===== src/rtl/five_bit_div_pkg.sv =====
// Shared definitions for the five_bit_divider restoring divider.
//  - DIV_WIDTH    : default operand / quotient / remainder width
//  - DIV_CNT_W    : iteration counter width for the default width
//  - div_state_t  : FSM state encoding (IDLE, RUN, DONE)
//  - cnt_width()  : counter width for an arbitrary operand width (never below 1 bit)
package five_bit_div_pkg;

    localparam int DIV_WIDTH = 5;
    localparam int DIV_CNT_W = $clog2(DIV_WIDTH);

    typedef enum logic [1:0] {
        IDLE = 2'd0,
        RUN  = 2'd1,
        DONE = 2'd2
    } div_state_t;

    // The counter only has to hold WIDTH-1, so $clog2(WIDTH) bits are enough;
    // the floor of 1 keeps the vector legal for very small widths.
    function automatic int cnt_width(input int width);
        return (width < 2) ? 1 : $clog2(width);
    endfunction

endpackage


===== src/rtl/five_bit_divider_restore_step.sv =====
// One trial subtraction of the restoring divider (purely combinational).
// Ports:
//  t        in   WIDTH+1  shifted partial remainder with the next dividend bit appended
//  divisor  in   WIDTH    divisor
//  diff     out  WIDTH    t - divisor (low WIDTH bits; only meaningful when ge=1)
//  ge       out  1        t >= divisor, i.e. this quotient bit is 1
module div_restore_step
    import five_bit_div_pkg::*;
#(
    parameter int WIDTH = DIV_WIDTH
) (
    input  logic [WIDTH:0]   t,
    input  logic [WIDTH-1:0] divisor,
    output logic [WIDTH-1:0] diff,
    output logic             ge
);

    // When the subtraction succeeds the result is below the divisor, so it
    // always fits in WIDTH bits and only the low bits of t take part.
    assign ge   = (t >= {1'b0, divisor});
    assign diff = t[WIDTH-1:0] - divisor;

endmodule


===== src/rtl/five_bit_divider.sv =====
// Sequential restoring divider: unsigned dividend / divisor, one trial
// subtraction per clock, start/done handshake.
// Ports:
//  clk, rst_n    clock (rising edge) and asynchronous active-low reset
//  start         request, sampled on the rising edge in IDLE or DONE
//  dividend      numerator, captured on accept
//  divisor       denominator, captured on accept
//  quotient      result, updated on the edge entering DONE
//  remainder     result, updated on the edge entering DONE
//  busy          high while iterating (RUN)
//  done          one-cycle pulse, results valid
//  div_by_zero   last operation had a zero divisor
module five_bit_divider
    import five_bit_div_pkg::*;
#(
    parameter int WIDTH = DIV_WIDTH
) (
    input  logic             clk,
    input  logic             rst_n,
    input  logic             start,
    input  logic [WIDTH-1:0] dividend,
    input  logic [WIDTH-1:0] divisor,
    output logic [WIDTH-1:0] quotient,
    output logic [WIDTH-1:0] remainder,
    output logic             busy,
    output logic             done,
    output logic             div_by_zero
);

    localparam int CNT_W = cnt_width(WIDTH);
    localparam logic [CNT_W-1:0] LAST_CNT = CNT_W'(WIDTH - 1);

    div_state_t       state;
    div_state_t       next_state;
    logic             accept;

    // Partial remainder. After every restore it is below the divisor, so its
    // extra top bit would always be zero and is not stored.
    logic [WIDTH-1:0] p_reg;
    logic [WIDTH-1:0] q_reg;
    logic [WIDTH-1:0] dvs_reg;
    logic [CNT_W-1:0] count;

    logic [WIDTH:0]   t_val;
    logic [WIDTH-1:0] diff;
    logic             ge;
    logic [WIDTH-1:0] p_next;
    logic [WIDTH-1:0] q_next;

    // Shift the next dividend bit (MSB of Q) into the partial remainder and
    // try subtracting the divisor; the quotient bit enters Q from the right.
    assign t_val  = {p_reg, q_reg[WIDTH-1]};
    assign p_next = ge ? diff : t_val[WIDTH-1:0];
    assign q_next = {q_reg[WIDTH-2:0], ge};

    div_restore_step #(
        .WIDTH   (WIDTH)
    ) u_step (
        .t       (t_val),
        .divisor (dvs_reg),
        .diff    (diff),
        .ge      (ge)
    );

    // State register. Reset drops straight to IDLE, which also aborts any
    // operation in flight without producing a done pulse.
    always_ff @(posedge clk or negedge rst_n) begin
        if (!rst_n) begin
            state <= IDLE;
        end else begin
            state <= next_state;
        end
    end

    // Next-state and handshake decode. A zero divisor skips RUN entirely and
    // goes to DONE on the accept edge. start is honoured in DONE as well so a
    // controller can issue operations back to back; in RUN it is ignored.
    always_comb begin
        next_state = state;
        accept     = 1'b0;
        busy       = 1'b0;
        done       = 1'b0;
        case (state)
            IDLE: begin
                if (start) begin
                    accept     = 1'b1;
                    next_state = (divisor == '0) ? DONE : RUN;
                end
            end
            RUN: begin
                busy = 1'b1;
                if (count == '0) begin
                    next_state = DONE;
                end
            end
            DONE: begin
                done = 1'b1;
                if (start) begin
                    accept     = 1'b1;
                    next_state = (divisor == '0) ? DONE : RUN;
                end else begin
                    next_state = IDLE;
                end
            end
            default: begin
                next_state = IDLE;
            end
        endcase
    end

    // Datapath and result registers. Accept loads the operands and restarts
    // the count but leaves the previous results visible; results change only
    // on the edge that enters DONE (the accept edge itself for a zero divisor,
    // otherwise the last RUN iteration).
    always_ff @(posedge clk or negedge rst_n) begin
        if (!rst_n) begin
            p_reg       <= '0;
            q_reg       <= '0;
            dvs_reg     <= '0;
            count       <= '0;
            quotient    <= '0;
            remainder   <= '0;
            div_by_zero <= 1'b0;
        end else if (accept) begin
            p_reg   <= '0;
            q_reg   <= dividend;
            dvs_reg <= divisor;
            count   <= LAST_CNT;
            if (divisor == '0) begin
                quotient    <= '1;
                remainder   <= dividend;
                div_by_zero <= 1'b1;
            end
        end else if (state == RUN) begin
            p_reg <= p_next;
            q_reg <= q_next;
            if (count == '0) begin
                quotient    <= q_next;
                remainder   <= p_next;
                div_by_zero <= 1'b0;
            end else begin
                count <= count - 1'b1;
            end
        end
    end

endmodule


===== config.mk =====
export PLATFORM = sky130hd
export DESIGN_NAME = five_bit_divider
export DESIGN_NICKNAME = d
export VERILOG_FILES = /design/src/rtl/five_bit_div_pkg.sv /design/src/rtl/five_bit_divider_restore_step.sv /design/src/rtl/five_bit_divider.sv
export SDC_FILE = /design/constraint.sdc
export NUM_CORES = 1
export LEC_CHECK = 0
export BUFFER_PORTS_ARGS = -buffer_cell sky130_fd_sc_hd__buf_2
export CAP_MARGIN = 20
export CORE_ASPECT_RATIO = 0.7
export CORE_MARGIN = 2
export CORE_UTILIZATION = 45
export CTS_CLUSTER_SIZE = 20
export DETAILED_ROUTE_END_ITERATION = 8
export GPL_TIMING_DRIVEN = 0
export HOLD_SLACK_MARGIN = 0.08
export PLACE_DENSITY_LB_ADDON = 0.2
export SETUP_SLACK_MARGIN = 0.2
export SYNTH_ARGS = -nofsm -noshare
export SYNTH_HDL_FRONTEND = slang
export SYNTH_SLANG_ARGS = --single-unit

===== constraint.sdc =====
create_clock -name clk -period 1.83 [get_ports clk]
set_input_delay 0.0915 -clock clk [delete_from_list [all_inputs] [get_ports clk]]
set_output_delay 0.0915 -clock clk [all_outputs]
set_load 0.02 [all_outputs]

==> out/qor.yml, run 1 <==
outcome: "finished with violations"
violations: "negative setup slack"
drive_gt1_frac: 0.3496
grt_pass1_vias: 1392
finClkSkew_ns: 0.003858
synth.top_cells.by_count: "31 x dfrtp_1, 21 x nand2_1, 15 x nor2_1, 15 x o21ai_0, 14 x a21oi_1"
antenna_found_initial: 0
ff2ff_path_depth: 10
worstPathArrival_ns: 2.18
clk_latency_ns: 0.29
cts.htree.levels: 2
fin_crit_sh: 1.099
vdd_drop_max_mv: 0.9030
overflow: 0
pin_count: 26
crit_type: "reg2reg"
clk_pin_slew_worst_paths_ns: 0.06
tightest_slew_ns: 0.6933
antennaDiodeCount: 0
post-place-ws_ns: -0.3752
finalWorstSetupSlack_ns: -0.1808
fin_tns_setup_ns: -1.585
hold_depth: 3
synth_top_cell_by_area: "dfrtp_1"
rsz0062_at_grt: "yes"
synthToLayoutAreaGrowth_pct: 41.43
wl_per_cell_um: 15.13
path_max_fanout: 6
port_buffers: 25
maxSlewViolCount: 0
utilization: 0.6532
syn_nets: 189
finalHoldViolCount: 0
p_leak_nw: 1.002
hpwl_um: 2711
async_reset_ff_frac: 1.000
clock_path_buffers: 2
grt_use_total: 0.2306
dieArea_mm2: 0.004036
max_slew_margin: 0.5378
start_kind: "flip-flop"
maxCapViolations: 0
fmax_ghz: 0.4973
final_area_mm2: 0.002251
initial_core_util: 0.4619
rows: 18
die_w_um: 75.08
end_kind: "flip-flop"
via_per_inst: 5.272
total_power_mw: 5.126
ys_types: 37
clkSinkCount: 31
syn_area_per_cell_um2: 9.473
yosys_most_used_dff: "dfrtp_1"
period_minus_slack_ns: 2.011
vias: 1455
dieHeight_um: 53.76
cts_tree: "done"
hp-class: "in2reg"
finalSetupViolCount: 12
cp.required_ns: 2.00
syn_area_mm2: 0.001592
root_buffer: "clkbuf_8"
wirelength_um: 4177
yosysMostFrequentCell: "dfrtp_1"
grt_max_degree: 32
gp_congestion: 0.8776
drc_errors: 0
dr.pass1.iters: 4
drt_iter0_drc: 67
cts_made_buffers: 5
yosys_warnings: 0
placed_area_mm2: 0.001788
grt_pass1_wl_um: 6527
synth_top_area_frac: 0.4874
synth-seq-cells: 31
core_mm2: 0.003446
yosysSeqAreaShare: 0.4874
synth_edf_count: 0
ant_nets: 0
nets: 246
synth_cells: 168
power_density_mw_per_mm2: 2277
synth_area_leaders: "dfrtp_1 49%, ha_1 5.5%, nand2_1 5.0%, o21ai_0 4.7%, a21oi_1 4.4%"
==> metrics by stage <==
step	hold WS, ns	std cells
after global routing	0.1324	276
final	0.09562	276
after detailed placement	0.1733	243
after global placement	0.1596	243
after floorplan	-0.2041	168
after CTS	0.1075	272
==> cell usage in the layout (no fill, tap or decap), types with 6 or more instances in the layout <==
cell,netlist,layout
dfrtp_1,31,30
dlygate4sd3_1,0,10
o21ai_0,15,14
a21oi_1,14,8
inv_1,9,6
buf_4,0,14
buf_2,2,26
nor2_1,15,15
nand3_1,6,6
clkbuf_8,0,7
a31oi_1,7,7
nand2_1,21,20
==> what timing repair did <==
item	4_1_cts	5_1_grt
hold buffers	10	0
pin swaps	11	4
hold endpoints to repair	41	0
resized for setup	23	19
setup buffers	10	4
cloned	1	0
setup endpoints to repair	18	18
==> area by class of cell <==
class	count	area, um2
timing repair buffer	50	345.3
buffer	8	66.31
multi-input combinational	120	863.3
inverter	9	36.28
fill	287	1195
tap	50	62.56
sequential	31	777.0
clock buffer	8	100.1
==> logic make-up (layout without fill, tap and decap cells) <==
kind of cell / Yosys count / in the layout / synth area share
adders and majority gates: 8 / 8 / 0.06761
and+or+nand+nor: 59 / 59 / 0.1785
muxes: 2 / 2 / 0.01258
buffers and inverters: 17 / 75 / 0.04638
xor gates and xnor gates: 3 / 3 / 0.01651
AOI/OAI and AO/OA: 48 / 48 / 0.1910
DFF: 31 / 31 / 0.4874
==> metal layers <==
metal	part of all wire	GRT usage
met4	0.018	0.08333
met1	0.48	0.3112
met2	0.44	0.3392
met5	0	0
met3	0.064	0.08801
==> critical path, cell delays in order (launching register included) <==
cell and delay (ns):
dfrtp_1 0.39, inv_2 0.08, ha_4 0.13, inv_2 0.03, fa_2 0.35, a21oi_2 0.12
nand4b_1 0.15, and2_4 0.16, buf_8 0.13, mux2i_4 0.26, a21oi_2 0.07
==> final timing paths <==
kind | startpoint | end | slack (ns)
setup reg to reg | q_reg[4] | remainder[1] | -0.18
hold / removal | divisor[4] | dvs_reg[4] | 0.1
max in group asynchronous | rst_n | state[0] | 0.96
min in group asynchronous | rst_n | quotient[1] | 0.38
setup / recovery | q_reg[4] | remainder[1] | -0.18
hold reg to reg | div_by_zero | div_by_zero | 0.48
==> power breakdown <==
| group | internal (mW) | total (mW) | switching (mW) | leakage [nW] |
|---|---|---|---|---|
| combinational | 1.51 | 3.23 | 1.72 | 0.590 |
| sequential | 1.03 | 1.30 | 0.262 | 0.361 |
| clock | 0.343 | 0.598 | 0.255 | 0.0515 |
No activity file was read; power rests on OpenSTA's default activity.
==> run 2: changes to the inputs <==
--- a/config.mk
+++ b/config.mk
@@ -9,7 +9,7 @@
 export CAP_MARGIN = 20
 export CORE_ASPECT_RATIO = 0.7
 export CORE_MARGIN = 2
-export CORE_UTILIZATION = 45
+export CORE_UTILIZATION = 30
 export CTS_CLUSTER_SIZE = 20
 export DETAILED_ROUTE_END_ITERATION = 8
 export GPL_TIMING_DRIVEN = 0
==> out/qor.yml, run 2 (synthesis gave the netlist of run 1 again) <==
cp_num_buf_inv: 1  # -2
wirelength_um: 4312  # +3.2%
grt_pass1_wl_um: 7017  # +7.5%
hp-class: "in2reg"
nets: 246  # unchanged
maxSlewViolCount: 0  # unchanged
violations: "negative setup slack"
p_leak_nw: 0.9960  # -0.58%
antenna_found_initial: 0  # unchanged
worstPathArrival_ns: 2.20  # +0.02 ns
start_kind: "flip-flop"
rows: 22  # +4
die_w_um: 91.06  # +21%
wl_per_cell_um: 14.47  # -4.4%
cp.required_ns: 1.99  # about the same
drive_gt1_frac: 0.3761  # +0.02655
grt_use_total: 0.1548  # -0.07571
outcome: "finished with violations"
synthToLayoutAreaGrowth_pct: 43.40
power_switching_mw: 2.275  # +1.5%
clkSinkCount: 31  # unchanged
vias: 1390  # -4.5%
antennaDiodeCount: 0  # unchanged
path_cells: "ha_4, a21o_1, a211oi_2, and2_1, buf_6, mux2i_4, a21oi_2"
path_max_fanout: 8  # +2
grt_max_degree: 32  # unchanged
top_layer_used: "met4"
dieHeight_um: 64.94  # +21%
p_seq_frac: 0.243  # -0.010
wl_met1_um: 2238  # +12%
pwr-share-clk: 0.113  # -0.004
finalWorstSetupSlack_ns: -0.2094  # -0.02864 ns
overflow: 0  # unchanged
drt_iter0_drc: 58  # -13%
wl_met2_um: 1808  # -1.9%
power_density_mw_per_mm2: 2302  # +1.1%
grt_pass1_vias: 1383  # -0.65%
gp_congestion: 0.7630  # -13%
initial_core_util: 0.3075  # -0.1543
rsz0062_at_grt: "yes"
end_kind: "flip-flop"
switching_share: 0.4331  # -0.004064
wl_met3_um: 219  # -18%
pin_count: 26  # unchanged
dr.pass1.iters: 4  # unchanged
max_slew_margin: 0.5119  # -0.02592
ant_nets: 0  # unchanged
vdd_drop_max_mv: 0.6382  # -29%
period_minus_slack_ns: 2.039  # +0.02864 ns
clk_pin_slew_worst_paths_ns: 0.06  # about the same
hpwl_um: 2872  # +5.9%
crit_type: "reg2reg"
via_per_inst: 4.664  # -12%
combinationalPowerShare: 0.644  # +0.014
cts_made_buffers: 5  # unchanged
clk_latency_ns: 0.28  # about the same
clock_path_buffers: 2  # unchanged
drc_errors: 0  # unchanged
core_mm2: 0.005175  # +50%
finalSetupViolCount: 12  # unchanged
fmax_ghz: 0.4903  # -1.4%
final_cell_mix: "28 x dfrtp_1, 25 x buf_2, 20 x nand2_1, 17 x buf_4, 15 x nor2_1"
final_common_cell: "dfrtp_1"
cts_tree: "done"
finClkSkew_ns: 0.002978  # -0.0008799 ns
crit_path_max_incr_delay_ns: 0.45  # +0.06 ns
critPathTopFamily: "compound AO/OA/AOI/OAI gates"
cts.htree.levels: 2  # unchanged
post-place-ws_ns: -0.3541  # +0.02111 ns
tightest_slew_ns: 0.7321  # +0.03888 ns
root_buffer: "clkbuf_8"
finalHoldViolCount: 0  # unchanged
fin_tns_setup_ns: -1.901  # -0.3156 ns
port_buffers: 25  # unchanged
cpMaxStageDelayCell: "dfrtp_2"
fin_crit_sh: 1.114  # +0.01565
utilization: 0.4410  # -0.2122
maxCapViolations: 0  # unchanged
p_int_mw: 2.978  # +3.2%
dieArea_mm2: 0.005913  # +47%
run 2: cell types whose count changed in the layout (fill, tap and decap cells not counted), moves of 2 or more:
cell,before,now
dfrtp_2,1,3
dfrtp_1,30,28
buf_8,2,0
buf_4,14,17
run 2: final timing paths:
check / slack, ns / from / endpoint / cells after the start
min in group asynchronous: 0.41 / rst_n / dvs_reg[4] / 2
max reg2reg: -0.21 / p_reg[2] / remainder[1] / 7
max in group asynchronous: 0.91 / rst_n / state[0] / 2
max: -0.21 / p_reg[2] / remainder[1] / 7
min: 0.09 / dividend[2] / q_reg[2] / 3
min reg2reg: 0.48 / div_by_zero / div_by_zero / 2
run 2: area by class of cell:
cell class	count	area (um2)
flip-flops and latches	31	779.5
fillers	548	2893
repair buffers	50	335.3
clock buffers	8	100.1
well taps	72	90.09
multi-input cells	120	882.1
inverters	9	33.78
plain buffers	8	61.31
run 2: metrics by stage:
| stage | cell area [um2] | total power, mW | hold slack (ns) | cells |
|---|---|---|---|---|
| floorplan | 1600 | 2.920 | -0.2041 | 168 |
| global placement | 1815 | 3.514 | 0.1923 | 265 |
| detailed placement | 1815 | 3.515 | 0.2007 | 265 |
| CTS | 2206 | 4.872 | 0.08031 | 294 |
| global route | 2282 | 5.643 | 0.1208 | 298 |
| finish | 2282 | 5.253 | 0.09372 | 298 |
run 2: tightest hold or removal path, delay by kind of cell:
| family | cells | cell delay [ns] |
|---|---|---|
| simple gates | 1 | 0.05 |
| compound gates | 1 | 0.07 |
| buf+inv | 1 | 0.12 |
run 2: power groups by stage:
stage | Clock, mW | Sequential (mW) | Combinational, mW
global placement | 0 | 1.26 | 2.26
CTS | 0.613 | 1.27 | 2.99
floorplan | 0 | 1.35 | 1.57
detailed placement | 0 | 1.26 | 2.25
finish | 0.593 | 1.28 | 3.38
global route | 0.646 | 1.33 | 3.67
run 2: what timing repair did:
action                                 4_1_cts  5_1_grt
resized for setup                           24       13
endpoints found under the hold margin       39        0
setup endpoints to repair                   18       19
setup buffers                               12        4
hold buffers                                 9        0
pin swaps                                    8        6
run 2: metal layers:
| layer | global-route usage | vias to the layer above |
|---|---|---|
| li1 | - | 701 |
| met1 | 0.2328 | 657 |
| met2 | 0.2250 | 27 |
| met3 | 0.02907 | 5 |
| met4 | 0.04545 | 0 |
| met5 | 0 | - |
==> run 3: changes to the inputs <==
--- a/config.mk
+++ b/config.mk
@@ -14,6 +14,7 @@
 export DETAILED_ROUTE_END_ITERATION = 8
 export GPL_TIMING_DRIVEN = 0
 export HOLD_SLACK_MARGIN = 0.08
+export MAX_ROUTING_LAYER = met4
 export PLACE_DENSITY_LB_ADDON = 0.2
 export SETUP_SLACK_MARGIN = 0.2
 export SYNTH_ARGS = -nofsm -noshare
==> out/qor.yml, run 3 (synthesis gave the netlist of run 1 again) <==
grt_use_total: 0.1592  # +0.004357
drt_iter0_drc: 50  # -14%
vias: 1402  # +0.86%
regToRegStartpoint: "p_reg[2]"
via_per_inst: 4.705  # +0.86%
core_mm2: 0.005175  # unchanged
nets: 246  # unchanged
antennaDiodeCount: 0  # unchanged
outcome: "finished with violations"
antenna_found_initial: 0  # unchanged
finalSetupViolCount: 12  # unchanged
cts_made_buffers: 5  # unchanged
gp_congestion: 0.7731  # +1.3%
drc_errors: 0  # unchanged
finalHoldViolCount: 0  # unchanged
p_leak_nw: 0.9960  # unchanged
wl_met1_um: 2235  # -0.13%
hold_depth: 3  # unchanged
tightest_slew_ns: 0.7244  # -0.007716 ns
power_density_mw_per_mm2: 2302  # about the same
period_minus_slack_ns: 2.040  # +0.0007510 ns
wl_met2_um: 1813  # +0.28%
rows: 22  # unchanged
pin_count: 26  # unchanged
crit_type: "reg2reg"
dp_cells: 265  # unchanged
synthToLayoutAreaGrowth_pct: 43.40  # unchanged
fin_hold_ws_ns: 0.09632  # +0.002598 ns
end_kind: "flip-flop"
overflow: 0  # unchanged
hp-class: "in2reg"
cp.required_ns: 1.99  # about the same
clk_latency_ns: 0.28  # about the same
root_buffer: "clkbuf_8"
maxCapViolations: 0  # unchanged
finalNonFillerCells: 298  # unchanged
wl_met3_um: 221  # +0.91%
dieHeight_um: 64.94  # unchanged
path_max_fanout: 8  # unchanged
clkSinkCount: 31  # unchanged
grt_max_degree: 32  # unchanged
wl_per_cell_um: 14.44  # -0.19%
r2r_end: "remainder[1]"
min_delay_worst_endpoint: "q_reg[2]"
clock_path_buffers: 2  # unchanged
rsz0062_at_grt: "yes"
cts.htree.levels: 2  # unchanged
fin_crit_sh: 1.115  # about the same
start_kind: "flip-flop"
hpwl_um: 2872  # unchanged
fmax_ghz: 0.4902  # about the same
final_cell_mix: "28 x dfrtp_1, 25 x buf_2, 20 x nand2_1, 17 x buf_4, 15 x nor2_1"
ff2ff_path_depth: 7  # unchanged
vdd_drop_max_mv: 0.6384  # about the same
dieArea_mm2: 0.005913  # unchanged
cts_tree: "done"
total_power_mw: 5.253  # about the same
grt_pass1_vias: 1383  # unchanged
ant_nets: 0  # unchanged
drive_gt1_frac: 0.3761  # unchanged
hp-start: "dividend[2]"
grt_pass1_wl_um: 7017  # unchanged
violations: "negative setup slack"
worstPathArrival_ns: 2.20  # about the same
max_slew_margin: 0.5171  # +0.005144
finalWorstSetupSlack_ns: -0.2102  # -0.0007510 ns
top_layer_used: "met4"
port_buffers: 25  # unchanged
die_w_um: 91.06  # unchanged
final_common_cell: "dfrtp_1"
wirelength_um: 4304  # -0.19%
initial_core_util: 0.3075  # unchanged
dr.pass1.iters: 4  # unchanged
maxSlewViolCount: 0  # unchanged
post-place-ws_ns: -0.3541  # unchanged
ff2ff_setup_slack_ns: -0.21  # about the same
clk_pin_slew_worst_paths_ns: 0.06  # about the same
finClkSkew_ns: 0.003008  # +0.00003003 ns
-- run 3: layout make-up --
class	instances	area, um2
Clock buffer	8	100.1
Buffer	8	61.31
Multi-Input combinational cell	120	882.1
Inverter	9	33.78
Timing Repair Buffer	50	335.3
Tap cell	72	90.09
Fill cell	548	2893
Sequential cell	31	779.5
-- run 3: timing repair --
action,CTS,global route
setup endpoints to repair,18,19
cloned,0,0
pin swaps,8,6
hold buffers,9,0
setup buffers,12,4
hold endpoints to repair,39,0
resized for setup,24,13
-- run 3: critical path, cell delays in order, from the launching register on --
cell      delay [ns]
dfrtp_2         0.45
ha_4            0.28
a21o_1          0.20
a211oi_2        0.28
and2_1          0.19
buf_6           0.16
mux2i_4         0.28
a21oi_2         0.08
-- run 3: worst max-delay path by stage --
stage                        start            to  slack [ns]  depth (start not counted)
after floorplan           q_reg[4]      p_reg[3]       -0.06                         10
after global placement    q_reg[4]      p_reg[1]       -0.36                         10
after detailed placement  q_reg[4]      p_reg[1]       -0.35                         10
after CTS                 q_reg[4]  remainder[1]       -0.21                         10
after global routing      q_reg[4]  remainder[1]       -0.29                         10
final                     p_reg[2]  remainder[1]       -0.21                          7
-- run 3: per-layer routing --
layer | vias to the layer above | track usage
li1 | 701 | -
met1 | 661 | 0.2336
met2 | 35 | 0.2250
met3 | 5 | 0.02791
met4 | 0 | 0.04545
met5 | - | -
-- run 3: power by group --
group / leakage, nW / internal (mW) / switching [mW]
combinational: 0.586 / 1.60 / 1.79
sequential: 0.358 / 1.04 / 0.239
clock: 0.0515 / 0.343 / 0.250
-- run 3: through the flow --
step	util	cell area, um2	TNS [ns]
2_1_floorplan	-	1600	-0.1894
3_3_place_gp	0.3508	1815	-2.562
3_5_place_dp	0.3508	1815	-2.289
4_1_cts	0.4263	2206	-1.604
5_1_grt	0.4410	2282	-2.932
6_report	0.4410	2282	-1.911
